### src/rtl/signed_seq_divider.sv
// signed_seq_divider
//   Sequential signed divider for the arithmetic test path: 8-bit signed
//   dividend Z / 4-bit signed divisor M -> 8-bit quotient Q, 4-bit remainder R.
//   Restoring division on magnitudes, one quotient bit per cycle, then a sign fix.
//   Quotient truncates toward zero; remainder takes the sign of the dividend.
//
// Ports
//   clk    in   rising-edge clock
//   rst_n  in   asynchronous active-low reset
//   start  in   request; accepted in IDLE or DONE
//   Z      in   [7:0] signed dividend, captured on accept
//   M      in   [3:0] signed divisor, captured on accept
//   Q      out  [7:0] signed quotient (registered)
//   R      out  [3:0] signed remainder (registered)
//   busy   out  high through the 8 CALC cycles and FIX
//   done   out  one-cycle pulse when Q/R/dz/ovf update
//   dz     out  divide-by-zero flag for the last result
//   ovf    out  overflow flag for the last result (-128 / -1)
//
// state | meaning
// ------+-----------------------------------------------------------
// IDLE  | waiting for start
// CALC  | one restoring iteration per cycle, cnt 0..7
// FIX   | apply signs / special cases, load outputs, pulse done
// DONE  | results valid; start here is accepted back-to-back

module signed_seq_divider (
    input  logic       clk,
    input  logic       rst_n,
    input  logic       start,
    input  logic [7:0] Z,
    input  logic [3:0] M,
    output logic [7:0] Q,
    output logic [3:0] R,
    output logic       busy,
    output logic       done,
    output logic       dz,
    output logic       ovf
);

    typedef enum logic [1:0] {S_IDLE, S_CALC, S_FIX, S_DONE} state_t;

    state_t     state;
    logic [2:0] cnt;
    logic [4:0] pr;
    logic [7:0] dvd;
    logic [3:0] dvs;
    logic       sign_q;
    logic       sign_r;
    logic       dz_cap;
    logic       ovf_cap;

    logic [7:0] z_mag;
    logic [3:0] m_mag;
    logic [5:0] pr_sh;
    logic [5:0] trial;
    logic [7:0] q_fix;
    logic [3:0] r_fix;

    // |-128| and |-8| fall out naturally as 8'h80 / 4'h8 in unsigned form.
    assign z_mag = Z[7] ? (~Z + 8'd1) : Z;
    assign m_mag = M[3] ? (~M + 4'd1) : M;

    // pr never exceeds 7, so the shifted value stays below 16 and bit 5 of
    // the trial difference is a reliable sign bit.
    assign pr_sh = {pr, dvd[7]};
    assign trial = pr_sh - {2'b00, dvs};

    // After 8 iterations dvd holds the quotient magnitude and pr the remainder.
    // Negating zero yields zero, so no explicit zero guard is needed.
    assign q_fix = sign_q ? (~dvd + 8'd1) : dvd;
    assign r_fix = sign_r ? (~pr[3:0] + 4'd1) : pr[3:0];

    always_ff @(posedge clk or negedge rst_n) begin
        if (!rst_n) begin
            state   <= S_IDLE;
            cnt     <= 3'd0;
            pr      <= 5'd0;
            dvd     <= 8'd0;
            dvs     <= 4'd0;
            sign_q  <= 1'b0;
            sign_r  <= 1'b0;
            dz_cap  <= 1'b0;
            ovf_cap <= 1'b0;
            Q       <= 8'h00;
            R       <= 4'h0;
            busy    <= 1'b0;
            done    <= 1'b0;
            dz      <= 1'b0;
            ovf     <= 1'b0;
        end else begin
            done <= 1'b0;
            case (state)
                S_IDLE, S_DONE: begin
                    if (start) begin
                        state   <= S_CALC;
                        busy    <= 1'b1;
                        cnt     <= 3'd0;
                        pr      <= 5'd0;
                        dvd     <= z_mag;
                        dvs     <= m_mag;
                        sign_q  <= Z[7] ^ M[3];
                        sign_r  <= Z[7];
                        dz_cap  <= (M == 4'h0);
                        ovf_cap <= (Z == 8'h80) && (M == 4'hF);
                    end else begin
                        state <= S_IDLE;
                    end
                end
                S_CALC: begin
                    pr  <= trial[5] ? pr_sh[4:0] : trial[4:0];
                    dvd <= {dvd[6:0], ~trial[5]};
                    cnt <= cnt + 3'd1;
                    if (cnt == 3'd7) state <= S_FIX;
                end
                S_FIX: begin
                    // Special cases override the iterated magnitudes; the
                    // latency is the same for every operand pair.
                    if (dz_cap) begin
                        Q <= 8'h00;
                        R <= 4'h0;
                    end else if (ovf_cap) begin
                        Q <= 8'h80;
                        R <= 4'h0;
                    end else begin
                        Q <= q_fix;
                        R <= r_fix;
                    end
                    dz    <= dz_cap;
                    ovf   <= ovf_cap;
                    done  <= 1'b1;
                    busy  <= 1'b0;
                    state <= S_DONE;
                end
                default: state <= S_IDLE;
            endcase
        end
    end

endmodule

### config.mk
export PLATFORM = sky130hd
export DESIGN_NAME = signed_seq_divider
export DESIGN_NICKNAME = d
export VERILOG_FILES = /design/src/rtl/signed_seq_divider.sv
export SDC_FILE = /design/constraint.sdc
export NUM_CORES = 1
export LEC_CHECK = 0
export CORE_ASPECT_RATIO = 1.4
export CORE_UTILIZATION = 50
export CTS_CLUSTER_SIZE = 28
export DETAILED_ROUTE_END_ITERATION = 6
export PLACE_DENSITY = 0.76
export RECOVER_POWER = 25
export SLEW_MARGIN = 20
export SYNTH_ARGS = -nofsm -noshare
export SYNTH_HDL_FRONTEND = slang
export SYNTH_SLANG_ARGS = --single-unit
### constraint.sdc
create_clock -name clk -period 1.7 [get_ports clk]
set_input_delay 0.34 -clock clk [delete_from_list [all_inputs] [get_ports clk]]
set_output_delay 0.34 -clock clk [all_outputs]
set_load 0.05 [all_outputs]
* Yosys cells after proc, flatten, opt, wreduce, memory -nomap -nowiden *
Cells that the tools add are included.

operators by class
  bitwise operators = 6
  reduce and logical (&&, ||, !) cells = 9
  equal/unequal tests = 8
  muxes and demuxes = 21
  add/sub/neg operators = 6

operator list
  cell                                                              number
  8-bit 2-to-1 mux                                                  5
  8-bit by 1-bit adder with 8-bit output (second input constant)    2
  4-bit 2-to-1 mux                                                  4
  8-bit inverter                                                    2
  8-bit one-hot mux with 2 select lines                             1
  5-bit 2-to-1 mux                                                  2
  5-bit one-hot mux with 2 select lines                             1
  4-bit by 1-bit adder with 4-bit output (second input constant)    2
  8-bit == test (second input constant)                             1
  4-bit inverter                                                    2
  2-bit one-hot mux with 3 select lines                             1
  3-bit one-hot mux with 2 select lines                             1
  2-bit AND reduction                                               3
  6-bit by 4-bit subtractor with 6-bit output                       1
  2-bit == test (second input constant)                             2
  4-bit == test (second input constant)                             1
  4-bit logical NOT                                                 1
  2-bit inequality test (second input constant)                     2
  2-bit nonzero test                                                2
  3-bit by 1-bit adder with 3-bit output (second input constant)    1
  3-bit == test (second input constant)                             1
  1-bit 2-to-1 mux                                                  3
  3-bit 2-to-1 mux                                                  1
  2-bit by 1-bit == test with 1-bit output (second input constant)  1
  other kinds (7)                                                   7

storage, ports and cells
  input bits = 15
  word-level logic and storage cells = 65
  bits in registers = 42
  output and inout port bits = 16

* Longest topological paths before layout *
Gate-level depths: netlist of run 1.

  depth after elaboration = 5
  depth in mapped cells = 8
  depth with buffers taken out = 8

* Worst setup path before layout of run 1 *
No wires, ideal clock.

  path kind = register to register
  from = reg pr[1]
  to = reg pr[0]
  clock period less this slack = 1.791 ns
  path buffers = 0
  path slack = -0.091 ns
  library setup time = 0.082 ns
  cell stages (with the launch flop) = 7
  data arrival time = 1.709 ns
  data required time = 1.618 ns
  cell sequence = dfrtp_1 -> ha_1 -> o21ai_0 -> a21oi_2 -> o2111ai_4 -> mux2_1 -> o22ai_1

between the ends
  longest elaborated chain between the ends = 3

ends and longest elaborated chain
  element                                      RTL line  source
  start: declaration                           45        logic [4:0] pr;
  start signal: assignment                     111       pr <= trial[5] ? pr_sh[4:0] : trial[4:0];
  6-bit by 4-bit subtractor with 6-bit output  67        assign trial = pr_sh - {2'b00, dvs};
  5-bit 2-to-1 mux                             111
  5-bit one-hot mux with 2 select lines        93        case (state)

Every way passes these cells.
A chain may end at the register's enable or synchronous reset.

* Worst setup path after layout of run 1 *
  from = reg dvs[3]
  to = reg pr[2]

between the ends
  longest elaborated chain between the ends = 3

ends and longest elaborated chain
  element                                      RTL line  source
  start: declaration                           47        logic [3:0] dvs;
  start signal: assignment                     101       dvs <= m_mag;
  6-bit by 4-bit subtractor with 6-bit output  67
  5-bit 2-to-1 mux                             111
  5-bit one-hot mux with 2 select lines        93

Every way passes these cells.

==> qor.yml, run 1 <==
critPathTopFamily: "compound AO/OA/AOI/OAI gates"
wirelength_um: 5826
die_y_um: 84.21
portBuffers: 30
leakage_nw: 1.513
synthesis.area_um2: 2414
cp_cell_sequence: "inv_1, ha_2, or3_4, o2111ai_4, buf_6, mux2i_1, o21ai_1"
cts_hold_buffers: 0
cp.depth: 7
skew_ns: 0.009504
first_iter_violations: 109
reg2regPathDepth: 7
grt-ovfl-total: 0
cts.path.max_buffers: 2
arrival_ns: 2.02
antenna_found_initial: 0
period_needed_ns: 1.832
synth_edf_count: 0
drive_above_1_share_pct: 30.28
cts-htree-levels: 2
cts_sinks: 42
root_buffer: "clkbuf_8"
hold_path_class: "in -> async"
fillCellCount: 358
rsz0062_at_grt: "yes"
seq_area_frac_synth_pct: 43.55
grt_pass1_wl_um: 9556
drc: 0
worstSetupPathType: "reg -> reg"
hold_slack_ns: 0.2904
fin_area_um2: 3249
finalWorstSetupSlack_ns: -0.1321
wl_per_cell_um: 14.98
clk_latency_ns: 0.30
firstDrtPassIters: 4
finalPower_mw: 6.863
grt_max_degree: 43
synthCells: 254
status: "complete, but fails checks"
ys_top_cells_by_count: "dfrtp_1 (42), inv_1 (27), nand2_1 (27)"
crit_buf_inv: 2
die_w_um: 60.72
synth_warnings: 0
vias: 2059
peakVddDrop_mv: 1.009
finalSetupViolations: 6
grt_usage_pct: 25.06
dpl_cell_area_um2: 3048
numCtsBuffers: 5
postSynth.asyncResetShare_pct: 100.0
postSynthAreaPerCell_um2: 9.502
crit_slowest_cell: "dfrtp_1"
ys_ff_latch: 42
via_per_inst: 5.293
cp.required_ns: 1.89
crit_fanout: 6
end_kind: "register"
slew_violations: 0
ios: 31
cap_violations: 0
tritoncts: "built"
yosys.area.top_type: "dfrtp_1"
hold_viol: 0
violations: "negative setup slack"
fin_nets: 356
tightest_slew_ns: 1.053
core_um2: 4572
dp.final_hpwl_um: 4222
synth_top_area_share_pct: 43.55
clk_pin_slew_ns: 0.08
yosysMostFrequentCell: "dfrtp_1"
dieArea_um2: 5113
syn_nets: 283
row_count: 29
ys_types: 42
slowest_delay_ns: 0.36
p_per_area_nw_per_um2: 2112
grt_pass1_vias: 2082
min_period_over_period_pct: 107.8
synth_area_leaders: "dfrtp_1 (44%), ha_1 (6.7%), o21ai_0 (4.4%), inv_1 (4.2%), nand2_1 (4.2%)"
syn2layout_area_growth_pct: 34.63
start_kind: "register"
relSlewSlack_pct: 29.82
maxClockFrequency_mhz: 545.8
ant_nets: 0
gp_congestion: 0.8702
diodes: 0
initial_utilization_pct: 52.79
ys.flop_type: "dfrtp_1"
[flip-flops by register name (all words and copies together) (netlist names)]
register  flops
cnt           3
sign_r        1
sign_q        1
dz_cap        1
pr            5
Q             8
ovf           1
busy          1
done          1
dvd           8
dvs           4
dz            1
ovf_cap       1
R             4
state         2
[cells in the final DEF (no fill, tap or decap), types with 5 or more instances in the layout]
cell,count
nand3_1,5
inv_1,26
ha_1,8
nor2_1,9
dfrtp_1,42
xor2_1,6
mux2i_1,7
a21oi_1,7
o21ai_1,6
nand2b_1,7
nand2_1,26
buf_4,57
o21ai_0,19
clkdlybuf4s50_1,13
o22ai_1,12
nor2b_1,5
xnor2_1,11
clkbuf_8,5
[worst paths after layout]
| path | slack, ns | endpoint | start |
|---|---|---|---|
| setup / recovery | -0.13 | pr[2]$_DFFE_PN0P_ | dvs[3]$_DFFE_PN0P_ |
| hold / removal | 0.29 | ovf_cap$_DFFE_PN0P_ | rst_n |
| setup reg to reg | -0.13 | pr[2]$_DFFE_PN0P_ | dvs[3]$_DFFE_PN0P_ |
| hold reg to reg | 0.48 | cnt[2]$_DFFE_PN0P_ | cnt[2]$_DFFE_PN0P_ |
| max in group asynchronous | 0.75 | sign_q$_DFFE_PN0P_ | rst_n |
| min in group clk | 0.48 | cnt[2]$_DFFE_PN0P_ | cnt[2]$_DFFE_PN0P_ |
[kinds of logic (layout without fill, tap and decap cells)]
kind of cell / count (synthesis) / count (layout) / synth area share [%]
AOI/OAI and AO/OA: 62 / 62 / 16.85
xor gates and xnor gates: 17 / 17 / 6.169
DFF: 42 / 42 / 43.55
adders and majority gates: 14 / 14 / 7.569
and+or+nand+nor: 68 / 68 / 14.15
buffers and inverters: 38 / 111 / 6.014
muxes: 13 / 13 / 5.702
[routing by layer]
layer / vias to the layer above / wire (µm) / part of all wire, % / track usage, %
met1: 999 / 2353 / 40 / 31.11
met3: 9 / 140 / 2.4 / 4.622
met4: 0 / 140 / 2.4 / 10.33
met2: 35 / 3192 / 55 / 41.66
li1: 1016 / - / - / -
met5: - / 0 / 0 / 0
[per-stage QoR]
step,worst slack [ns],instances,TNS [ns],util (%)
after floorplan,-0.01617,254,-0.03234,-
after global placement,-0.1541,376,-0.8515,66.67
after detailed placement,-0.1816,376,-1.084,66.67
after CTS,-0.08509,383,-0.3764,69.16
after global routing,-0.2135,389,-1.120,71.07
final,-0.1321,389,-0.5455,71.07
[repair_timing]
action | 4_1_cts | 5_1_grt
setup buffers | 0 | 6
resized for setup | 7 | 11
pin swaps | 2 | 6
endpoints found under the hold margin | 0 | 0
setup endpoints to repair | 6 | 9
[power breakdown]
group | switching, mW | leakage [nW] | internal, mW
logic | 2.47 | 0.928 | 2.11
clock network | 0.339 | 0.0438 | 0.276
registers | 0.269 | 0.541 | 1.40
[final cells by class]
| class | instances | area, µm² | share of cell area (%) |
|---|---|---|---|
| timing repair buffer | 76 | 613.1 | 18.87 |
| clock buffer | 5 | 68.82 | 2.118 |
| multi-input combinational | 174 | 1324 | 40.74 |
| tap | 62 | 77.57 | 2.387 |
| inverter | 28 | 105.1 | 3.235 |
| sequential | 42 | 1051 | 32.35 |
| clock inverter | 2 | 10.01 | 0.3080 |
Power figures use the tool's default switching activity.
==> run 2: changes to the inputs <==
CAP_MARGIN = 20   (was unset)
CELL_PAD_IN_SITES_DETAIL_PLACEMENT = 0   (was unset)
CELL_PAD_IN_SITES_GLOBAL_PLACEMENT = 1   (was unset)
CORE_UTILIZATION = 38   (was 50)
PLACE_DENSITY = unset   (was 0.76)
PLACE_DENSITY_LB_ADDON = 0.1   (was unset)
==> run 2 against run 1 <==
The flow still finishes with violations (negative setup slack). Sequential share of layout area increased by 0.29 points. Setup slack improved by 0.044 ns. Clock skew about the same. Register-to-register slack improved by 0.04 ns. First-iteration DRC count decreased by 38%. Wire length decreased by 9.7%. Final area decreased by 0.89%. Core utilization decreased by 19 points. Non-clock buffer count decreased by 5. Total power decreased by 4.7%. Clock power increased by 12%. Critical path depth decreased by 1. Highest routed layer unchanged.
==> qor.yml, run 2 (synthesized netlist as in run 1, its figures left out) <==
finalSetupViolations: 4
ant_nets: 0
cp_cell_sequence: "ha_2, or3_4, o2111ai_4, buf_6, mux2i_1, o21ai_1"
wl_per_cell_um: 13.32
worstSetupPathType: "reg -> reg"
fin_setup_tns_ns: -0.2942
clk_latency_ns: 0.30
p_per_area_nw_per_um2: 2031
antenna_found_initial: 0
skew_ns: 0.009424
maxClockFrequency_mhz: 559.2
tightest_slew_ns: 0.5972
peakVddDrop_mv: 0.6452
final_cell_mix: "buf_4 (53), dfrtp_1 (42), nand2_1 (27)"
rsz0062_at_grt: "yes"
firstDrtPassIters: 4
cts.path.max_buffers: 2
vias: 1952
grt_usage_pct: 17.34
ios: 31
leakage_nw: 1.488
utilization_pct: 52.21
reg.largest.list: "Q x8, dvd x8, pr x5"
core_um2: 6168
crit_slowest_cell: "dfrtp_1"
layout.cells.most_common: "buf_4"
grt_pass1_vias: 1954
arrival_ns: 1.98
root_buffer: "clkbuf_8"
grt_pass1_wl_um: 9087
violations: "negative setup slack"
grt-ovfl-total: 0
cap_violations: 0
drc: 0
diodes: 0
die_y_um: 96.30
row_count: 34
slew_violations: 0
wirelength_um: 5261
dp.final_hpwl_um: 4105
numCtsBuffers: 5
period_needed_ns: 1.788
dieArea_um2: 6679
clk_pin_slew_ns: 0.09
cts_sinks: 42
end_kind: "register"
relSlewSlack_pct: 60.19
hold_path_class: "reg -> reg"
drive_above_1_share_pct: 28.17
finalWorstSetupSlack_ns: -0.08836
grt_max_degree: 25
status: "complete, but fails checks"
min_period_over_period_pct: 105.2
via_per_inst: 4.942
syn2layout_area_growth_pct: 33.44
initial_utilization_pct: 39.13
hold_viol: 0
cp.required_ns: 1.90
fin_nets: 351
finalPower_mw: 6.542
tritoncts: "built"
fillCellCount: 582
hold_slack_ns: 0.4790
gp_congestion: 0.7689
portBuffers: 30
slowest_delay_ns: 0.41
die_w_um: 69.36
first_iter_violations: 68
crit_fanout: 6
start_kind: "register"
cts-htree-levels: 2
==> run 2: cell types whose count changed in the layout (fill, tap and decap cells not counted), sizes merged <==
cell and delta:
dlygate4sd3 +1, clkbuf +3, clkinv -1, buf -7
==> run 2: critical path, delay by kind of cell, from the launching register on <==
| family | cells | cell delay [ns] |
|---|---|---|
| mux | 1 | 0.19 |
| simple gates | 1 | 0.34 |
| fa+ha+maj | 1 | 0.19 |
| compound gates | 2 | 0.40 |
| buf+inv | 1 | 0.15 |
| flops | 1 | 0.41 |
==> run 2: cell type report <==
| cell class | instances | area [µm²] | share of cell area, % |
|---|---|---|---|
| Timing Repair Buffer | 71 | 570.5 | 17.72 |
| Sequential cell | 42 | 1051 | 32.63 |
| Inverter | 28 | 105.1 | 3.263 |
| Multi-Input combinational cell | 174 | 1313 | 40.75 |
| Clock inverter | 1 | 5.005 | 0.1554 |
| Clock buffer | 7 | 86.33 | 2.681 |
| Tap cell | 72 | 90.09 | 2.797 |
==> run 2: timing repair <==
item / in CTS / in global routing
buffers inserted: 2 / 2
hold buffers: 1 / 0
hold endpoints to repair: 3 / 0
gates cloned: 0 / 0
endpoints found under the setup margin: 4 / 8
gates resized for setup: 4 / 9
pin swaps: 5 / 3
==> run 2: report_power, final <==
part	leakage [nW]	total, mW	switching (mW)	internal [mW]
clock network	0.0482	0.687	0.359	0.328
registers	0.541	1.69	0.284	1.40
logic	0.898	4.17	2.27	1.90
==> run 2: worst paths after layout <==
| kind | cells after the start | to | start | slack, ns |
|---|---|---|---|---|
| worst min-delay path | 2 | cnt[2]$_DFFE_PN0P_ | cnt[2]$_DFFE_PN0P_ | 0.48 |
| worst min register to register | 2 | cnt[2]$_DFFE_PN0P_ | cnt[2]$_DFFE_PN0P_ | 0.48 |
| worst max-delay path | 6 | pr[2]$_DFFE_PN0P_ | pr[2]$_DFFE_PN0P_ | -0.09 |
| min in group asynchronous | 2 | Q[2]$_DFFE_PN0P_ | rst_n | 0.52 |
| worst max register to register | 6 | pr[2]$_DFFE_PN0P_ | pr[2]$_DFFE_PN0P_ | -0.09 |
| max in group asynchronous | 3 | pr[0]$_DFFE_PN0P_ | rst_n | 0.23 |
==> run 2: metrics by stage <==
stage          instances  cell area (µm²)  setup slack, ns
2_1_floorplan        254             2455         -0.01617
3_5_place_dp         382             3043          -0.1673
6_report             395             3221         -0.08836
5_1_grt              395             3221          -0.1611
4_1_cts              393             3173         -0.07841
3_3_place_gp         382             3043          -0.1540
==> run 2: layer usage <==
metal	wire, µm	global-route usage (%)	vias to the layer above
li1	-	-	1011
met1	2429	21.14	899
met2	2559	30.02	34
met3	181	3.874	8
met4	91	6.463	0
met5	0	0	-
